===== src/rtl/vga_timing_pkg.sv =====
// ----------------------------------------------------------------------------
// vga_timing_pkg : shared state encoding, 640x480@60 defaults, timing helpers
// Rev 1.0
// ----------------------------------------------------------------------------
`default_nettype none

package vga_timing_pkg;

  typedef enum logic [1:0] {
    ST_IDLE      = 2'd0,
    ST_RUN       = 2'd1,
    ST_STOP_PEND = 2'd2
  } state_t;

  localparam int CNT_W     = 10;
  localparam int MAX_TOTAL = 1024;

  localparam int DEF_H_ACTIVE = 640;
  localparam int DEF_H_FP     = 16;
  localparam int DEF_H_SYNC   = 96;
  localparam int DEF_H_BP     = 48;
  localparam int DEF_V_ACTIVE = 480;
  localparam int DEF_V_FP     = 10;
  localparam int DEF_V_SYNC   = 2;
  localparam int DEF_V_BP     = 33;

  function automatic int f_total(input int act, input int fp, input int sync, input int bp);
    return act + fp + sync + bp;
  endfunction

  function automatic int f_sync_start(input int act, input int fp);
    return act + fp;
  endfunction

  function automatic int f_sync_end(input int act, input int fp, input int sync);
    return act + fp + sync;
  endfunction

endpackage

`default_nettype wire


===== src/rtl/vga_timing_ctrl_axis_counter.sv =====
// ----------------------------------------------------------------------------
// axis_counter : wrap counter with increment-enable, terminal count and
//                active/sync window decode of the next count value
// Rev 1.0
// ----------------------------------------------------------------------------
`default_nettype none

module axis_counter
  import vga_timing_pkg::*;
#(
  parameter int TOTAL      = 800,
  parameter int ACTIVE     = 640,
  parameter int SYNC_START = 656,
  parameter int SYNC_END   = 752
) (
  input  logic             clk,
  input  logic             i_rst,
  input  logic             i_clr,
  input  logic             i_inc,
  output logic [CNT_W-1:0] o_count,
  output logic [CNT_W-1:0] o_next,
  output logic             o_tc,
  output logic             o_next_active,
  output logic             o_next_sync
);

  localparam logic [CNT_W-1:0] c_LAST       = CNT_W'(TOTAL - 1);
  // One extra bit so window bounds equal to 1024 still compare correctly
  localparam logic [CNT_W:0]   c_ACTIVE     = (CNT_W + 1)'(ACTIVE);
  localparam logic [CNT_W:0]   c_SYNC_START = (CNT_W + 1)'(SYNC_START);
  localparam logic [CNT_W:0]   c_SYNC_END   = (CNT_W + 1)'(SYNC_END);

  logic [CNT_W-1:0] r_count;
  logic [CNT_W-1:0] w_next;
  logic [CNT_W:0]   w_next_ext;

  assign o_tc = (r_count == c_LAST);

  always_comb begin
    w_next = r_count;
    if (i_clr) begin
      w_next = '0;
    end else if (i_inc) begin
      w_next = o_tc ? '0 : r_count + 1'b1;
    end
  end

  always_ff @(posedge clk or posedge i_rst) begin
    if (i_rst) begin
      r_count <= '0;
    end else begin
      r_count <= w_next;
    end
  end

  assign w_next_ext    = {1'b0, w_next};
  assign o_next_active = (w_next_ext < c_ACTIVE);
  assign o_next_sync   = (w_next_ext >= c_SYNC_START) && (w_next_ext < c_SYNC_END);
  assign o_next        = w_next;
  assign o_count       = r_count;

endmodule

`default_nettype wire


===== src/rtl/vga_timing_ctrl.sv =====
// ----------------------------------------------------------------------------
// vga_timing_ctrl : frame-gated VGA raster sequencer with registered outputs.
// Optional macro VGA_TIMING_PREFETCH_EN adds o_pix_req. Rev 1.0
// ----------------------------------------------------------------------------
`default_nettype none

module vga_timing_ctrl
  import vga_timing_pkg::*;
#(
  parameter int   H_ACTIVE = DEF_H_ACTIVE,
  parameter int   H_FP     = DEF_H_FP,
  parameter int   H_SYNC   = DEF_H_SYNC,
  parameter int   H_BP     = DEF_H_BP,
  parameter int   V_ACTIVE = DEF_V_ACTIVE,
  parameter int   V_FP     = DEF_V_FP,
  parameter int   V_SYNC   = DEF_V_SYNC,
  parameter int   V_BP     = DEF_V_BP,
  parameter logic SYNC_POL = 1'b0
) (
  input  logic             clk,
  input  logic             i_rst,
  input  logic             i_enable,
  output logic             o_hsync,
  output logic             o_vsync,
  output logic             o_active,
  output logic [CNT_W-1:0] o_col,
  output logic [CNT_W-1:0] o_row,
  output logic             o_line_start,
  output logic             o_frame_start,
`ifdef VGA_TIMING_PREFETCH_EN
  output logic             o_pix_req,
`endif
  output logic             o_busy
);

  localparam int H_TOTAL = f_total(H_ACTIVE, H_FP, H_SYNC, H_BP);
  localparam int V_TOTAL = f_total(V_ACTIVE, V_FP, V_SYNC, V_BP);

  if (H_TOTAL > MAX_TOTAL || V_TOTAL > MAX_TOTAL) begin : g_bad_totals
    $error("vga_timing_ctrl: H_TOTAL/V_TOTAL exceed 1024");
  end

  state_t           r_state;
  state_t           w_nstate;
  logic             r_hsync;
  logic             r_vsync;
  logic             r_active;
  logic             r_line_start;
  logic             r_frame_start;
  logic             r_busy;

  logic [CNT_W-1:0] w_col;
  logic [CNT_W-1:0] w_row;
  logic [CNT_W-1:0] w_h_next;
  logic [CNT_W-1:0] w_v_next;
  logic             w_h_tc;
  logic             w_v_tc;
  logic             w_h_act;
  logic             w_v_act;
  logic             w_h_sync;
  logic             w_v_sync;
  logic             w_last;
  logic             w_scan_next;
  logic             w_inc;

  assign w_last      = w_h_tc && w_v_tc;
  assign w_scan_next = (w_nstate != ST_IDLE);
  assign w_inc       = (r_state != ST_IDLE);

  always_comb begin
    w_nstate = r_state;
    case (r_state)
      ST_IDLE:      if (i_enable) w_nstate = ST_RUN;
      ST_RUN:       if (!i_enable) w_nstate = ST_STOP_PEND;
      ST_STOP_PEND: begin
        if (i_enable) w_nstate = ST_RUN;
        else if (w_last) w_nstate = ST_IDLE;
      end
      default:      w_nstate = ST_IDLE;
    endcase
  end

  // Counters are forced to zero whenever the scan is about to stop or stay idle
  axis_counter #(
    .TOTAL      (H_TOTAL),
    .ACTIVE     (H_ACTIVE),
    .SYNC_START (f_sync_start(H_ACTIVE, H_FP)),
    .SYNC_END   (f_sync_end(H_ACTIVE, H_FP, H_SYNC))
  ) u_h_cnt (
    .clk           (clk),
    .i_rst         (i_rst),
    .i_clr         (!w_scan_next),
    .i_inc         (w_inc),
    .o_count       (w_col),
    .o_next        (w_h_next),
    .o_tc          (w_h_tc),
    .o_next_active (w_h_act),
    .o_next_sync   (w_h_sync)
  );

  axis_counter #(
    .TOTAL      (V_TOTAL),
    .ACTIVE     (V_ACTIVE),
    .SYNC_START (f_sync_start(V_ACTIVE, V_FP)),
    .SYNC_END   (f_sync_end(V_ACTIVE, V_FP, V_SYNC))
  ) u_v_cnt (
    .clk           (clk),
    .i_rst         (i_rst),
    .i_clr         (!w_scan_next),
    .i_inc         (w_inc && w_h_tc),
    .o_count       (w_row),
    .o_next        (w_v_next),
    .o_tc          (w_v_tc),
    .o_next_active (w_v_act),
    .o_next_sync   (w_v_sync)
  );

  // Decode from next-state counts so flags land in the same cycle as col/row
  always_ff @(posedge clk or posedge i_rst) begin
    if (i_rst) begin
      r_state       <= ST_IDLE;
      r_hsync       <= ~SYNC_POL;
      r_vsync       <= ~SYNC_POL;
      r_active      <= 1'b0;
      r_line_start  <= 1'b0;
      r_frame_start <= 1'b0;
      r_busy        <= 1'b0;
    end else begin
      r_state       <= w_nstate;
      r_hsync       <= (w_scan_next && w_h_sync) ? SYNC_POL : ~SYNC_POL;
      r_vsync       <= (w_scan_next && w_v_sync) ? SYNC_POL : ~SYNC_POL;
      r_active      <= w_scan_next && w_h_act && w_v_act;
      r_line_start  <= w_scan_next && (w_h_next == '0);
      r_frame_start <= w_scan_next && (w_h_next == '0) && (w_v_next == '0);
      r_busy        <= w_scan_next;
    end
  end

`ifdef VGA_TIMING_PREFETCH_EN
  localparam logic [CNT_W-1:0] c_H_LAST = CNT_W'(H_TOTAL - 1);
  localparam logic [CNT_W-1:0] c_V_LAST = CNT_W'(V_TOTAL - 1);
  localparam logic [CNT_W:0]   c_H_ACT  = (CNT_W + 1)'(H_ACTIVE);
  localparam logic [CNT_W:0]   c_V_ACT  = (CNT_W + 1)'(V_ACTIVE);

  logic             r_pix_req;
  logic [CNT_W-1:0] w_h_succ;
  logic [CNT_W-1:0] w_v_succ;
  logic             w_h_nlast;
  logic             w_v_nlast;
  logic             w_succ_act;
  logic             w_stop_after;

  // Position one pixel beyond the one being loaded this edge
  assign w_h_nlast    = (w_h_next == c_H_LAST);
  assign w_v_nlast    = (w_v_next == c_V_LAST);
  assign w_h_succ     = w_h_nlast ? '0 : w_h_next + 1'b1;
  assign w_v_succ     = w_h_nlast ? (w_v_nlast ? '0 : w_v_next + 1'b1) : w_v_next;
  assign w_succ_act   = ({1'b0, w_h_succ} < c_H_ACT) && ({1'b0, w_v_succ} < c_V_ACT);
  assign w_stop_after = (w_nstate == ST_STOP_PEND) && w_h_nlast && w_v_nlast;

  always_ff @(posedge clk or posedge i_rst) begin
    if (i_rst) begin
      r_pix_req <= 1'b0;
    end else begin
      r_pix_req <= w_scan_next && w_succ_act && !w_stop_after;
    end
  end

  assign o_pix_req = r_pix_req;
`endif

  assign o_hsync       = r_hsync;
  assign o_vsync       = r_vsync;
  assign o_active      = r_active;
  assign o_col         = w_col;
  assign o_row         = w_row;
  assign o_line_start  = r_line_start;
  assign o_frame_start = r_frame_start;
  assign o_busy        = r_busy;

endmodule

`default_nettype wire


===== config.mk =====
export PLATFORM = sky130hd
export DESIGN_NAME = vga_timing_ctrl
export DESIGN_NICKNAME = d
export VERILOG_FILES = /design/src/rtl/vga_timing_pkg.sv /design/src/rtl/vga_timing_ctrl_axis_counter.sv /design/src/rtl/vga_timing_ctrl.sv
export SDC_FILE = /design/constraint.sdc
export NUM_CORES = 1
export LEC_CHECK = 0
export CELL_PAD_IN_SITES_DETAIL_PLACEMENT = 2
export CELL_PAD_IN_SITES_GLOBAL_PLACEMENT = 2
export CORE_ASPECT_RATIO = 1.2
export CORE_MARGIN = 10
export CORE_UTILIZATION = 36
export CTS_CLUSTER_DIAMETER = 80
export DETAILED_ROUTE_END_ITERATION = 8
export PLACE_DENSITY_LB_ADDON = 0.1
export SLEW_MARGIN = 20
export SYNTH_ARGS = -nofsm -noshare
export SYNTH_HDL_FRONTEND = slang
export SYNTH_SLANG_ARGS = --single-unit

===== constraint.sdc =====
create_clock -name clk -period 5.2 [get_ports clk]
set_input_delay 1.3 -clock clk [delete_from_list [all_inputs] [get_ports clk]]
set_output_delay 1.3 -clock clk [all_outputs]
set_load 0.05 [all_outputs]

==> flow_metrics.env <==
export IMPL_fp_dieW_um=86.2
export IMPL_path_cells="clkdlybuf4s50_1 > o21ba_2 > o41a_1 > a31oi_1 > a31oi_1 > a2111oi_4 > nor4b_2"
export IMPL_critPathMaxStageDelay_ns=0.77
export IMPL_hold_viol=0
export IMPL_p_clk_frac=0.294
export IMPL_gp_congestion=0.860
export IMPL_drv_cap=0
export IMPL_areaGrowthSynthToFinish_pct=18.6
export IMPL_cts_resized=0
export IMPL_skew_ns=0.00284
export IMPL_post_cts_buffers=0
export IMPL_syn_area_per_cell_um2=9.42
export IMPL_maxSlewViolCount=0
export IMPL_setup_viol_count_final=0
export IMPL_grt_max_degree=29
export IMPL_max_slew_worst_pin_slew_ns=1.05
export IMPL_routed_via_density=5.74
export IMPL_synth_seq_area_share=0.371
export IMPL_ir_drop_mv=0.151
export IMPL_whs_ns=0.622
export IMPL_path_max_fanout=11
export IMPL_antenna_found_initial=0
export IMPL_dieArea_um2=8580
export IMPL_cp_depth=7
export IMPL_ys_flop_type="dfrtp_1"
export IMPL_cp_required_ns=5.39
export IMPL_path_common_cell="a31oi_1"
export IMPL_r2r_start="u_h_cnt.o_count[0]"
export IMPL_grt_first_pass_wirelength_um=9620
export IMPL_synth_top_cell_by_area="dfrtp_1"
export IMPL_max_freq_ghz=0.294
export IMPL_initialDrtViolationCount=74
export IMPL_yosysTopAreaCellShare=0.343
export IMPL_critPathBufInv=1
export IMPL_cts_tree="done"
export IMPL_setup_tns_final_ns=0
export IMPL_switching_power_uw=203
export IMPL_netSwitchingFraction=0.338
export IMPL_grt_pass1_vias=1809
export IMPL_cts_hold_buf=0
export IMPL_hold_class="flip-flop to flip-flop"
export IMPL_synth_fp_nets=207
export IMPL_report_power_total_uw=601
export IMPL_combPwrFrac=0.281
export IMPL_post_route_period_util=0.654
export IMPL_synth_cell_types=57
export IMPL_firstDrtPassIters=4
export IMPL_synth_edf_count=0
export IMPL_cpMaxStageDelayCell="a31oi_1"
export IMPL_cts_root_buf="clkbuf_8"
export IMPL_hpwl_um=4290
export IMPL_status="finished clean"
export IMPL_synth_common_cells="nor2_1, dfrtp_1, xor2_1"
export IMPL_routedWlPerCell_um=19.9
export IMPL_r2r_end="o_frame_start"
export IMPL_final_nets=229
export IMPL_crit_family="compound AO/OA/AOI/OAI gates"
export IMPL_synthTopCellsByArea="dfrtp_1, xor2_1, nor2_1"
export IMPL_wirelength_um=5620
export IMPL_placed_area_um2=2170
export IMPL_worstPathArrival_ns=3.59
export IMPL_seqPwrFrac=0.426
export IMPL_p_int_uw=398
export IMPL_num_antenna_cells=0
export IMPL_drive_above_1_share=0.122
export IMPL_cts_htree_levels=1
export IMPL_r2r_cells=7
export IMPL_cts_sinks=28
export IMPL_path_clk_slew_ns=0.10
export IMPL_worstSetupPathType="primary input to flip-flop"
export IMPL_core_area_um2=5010
export IMPL_synth_seq_cells=28
export IMPL_ios=29
export IMPL_die_h_um=99.5
export IMPL_endpoint_kind="flip-flop"
export IMPL_grt_ovfl_total=0
export IMPL_final_area_um2=2250
export IMPL_port_buffers=28
export IMPL_hold_start="u_h_cnt.o_count[1]"
export IMPL_synthesis_area_um2=1890
export IMPL_clockBufferDepth=2
export IMPL_start_util=0.378
export IMPL_fin_crit_ns=3.40
export IMPL_clk_latency_ns=0.28
export IMPL_min_to="u_h_cnt.o_count[1]"
export IMPL_startpoint_type="primary input"
export IMPL_grt_usage=0.137
export IMPL_max_slew_margin=0.298
export IMPL_yosysMostFrequentCell="nor2_1"
export IMPL_fillCellCount=555
export IMPL_r2r_slack_ns=2.14
export IMPL_postSynthCellCount=201
export IMPL_drcViolationCount=0
export IMPL_ant_nets=0
export IMPL_rsz0062_at_grt="no"
export IMPL_final_util=0.448
export IMPL_rows=28
export IMPL_worstHoldPathCells=2
export IMPL_vias=1618
export IMPL_ys_warnings_count=0
export IMPL_ys_async_sr_fraction=1.00
export IMPL_powerDensity_nw_per_um2=267
export IMPL_p_leak_uw=0.000910
export IMPL_cts_made_buffers=3
## cell type report
| class | count | area, µm² | share of cell area |
|---|---|---|---|
| clock inverters | 1 | 30.0 | 0.0134 |
| flip-flops and latches | 28 | 703 | 0.313 |
| inverters | 6 | 22.5 | 0.0100 |
| well taps | 60 | 75.1 | 0.0334 |
| repair buffers | 29 | 288 | 0.128 |
| multi-input cells | 155 | 1090 | 0.484 |
| clock buffers | 3 | 41.3 | 0.0184 |
## stage by stage
stage / instances / worst slack [ns]
global placement: 278 / 1.54
finish: 282 / 1.80
global route: 282 / 1.64
detailed placement: 278 / 1.41
CTS: 282 / 1.76
floorplan: 201 / 2.51
## tightest hold or removal path: cells and delay by family, from the launching register on
kind / cells / cell delay (ns)
flip-flops: 1 / 0.45
AND/OR/NAND/NOR: 1 / 0.08
AO/OA/AOI/OAI: 1 / 0.06
## layer usage
layer  global-route usage  wire length [µm]  up-vias
li1                     -                 -      761
met1                0.155              2310      822
met2                0.247              2990       28
met3               0.0302               245        7
met4               0.0387                73        0
met5                    0                 0        -
## worst max path at each step
stage / from / endpoint / slack, ns
CTS: i_enable / o_frame_start / 1.76
global route: i_enable / o_frame_start / 1.64
finish: i_enable / o_frame_start / 1.80
floorplan: u_h_cnt.o_count[0] / o_active / 2.51
detailed placement: i_enable / o_frame_start / 1.41
global placement: i_enable / o_frame_start / 1.54
## power groups by stage
stage	Clock, µW	Combinational (µW)	Sequential, µW
floorplan	0	72.2	304
global placement	0	167	258
detailed placement	0	172	259
CTS	184	172	256
global route	192	183	259
finish	176	169	256
## cells by family after synthesis
logic type      count (synthesis)  synth area share
xor+xnor                       20            0.0925
fa+ha+maj                       3            0.0198
buf+inv                        18            0.0555
mux                             1           0.00594
flops                          28             0.371
simple gates                   95             0.298
compound gates                 36             0.157
## placed cells by master (no fill, tap or decap), drive strengths merged, types with 3 or more instances in the layout
cell / n
nor3: 9
a21oi: 10
o21ai: 6
nor2: 28
a31oi: 3
ha: 3
nand2b: 4
clkbuf: 3
nand3: 13
clkdlybuf4s50: 28
and3: 3
nand2: 13
nand4: 4
xor2: 14
inv: 6
nor4: 5
xnor2: 6
dfrtp: 26
## sequential cells by signal, indices dropped and copies added, names as in the netlist
signal and count:
o_hsync 1, r_state 2, o_busy 1, u_h_cnt.o_count 10
o_active 1, o_frame_start 1, o_line_start 1, u_v_cnt.o_count 10
o_vsync 1
Power figures use the tool's default switching activity.
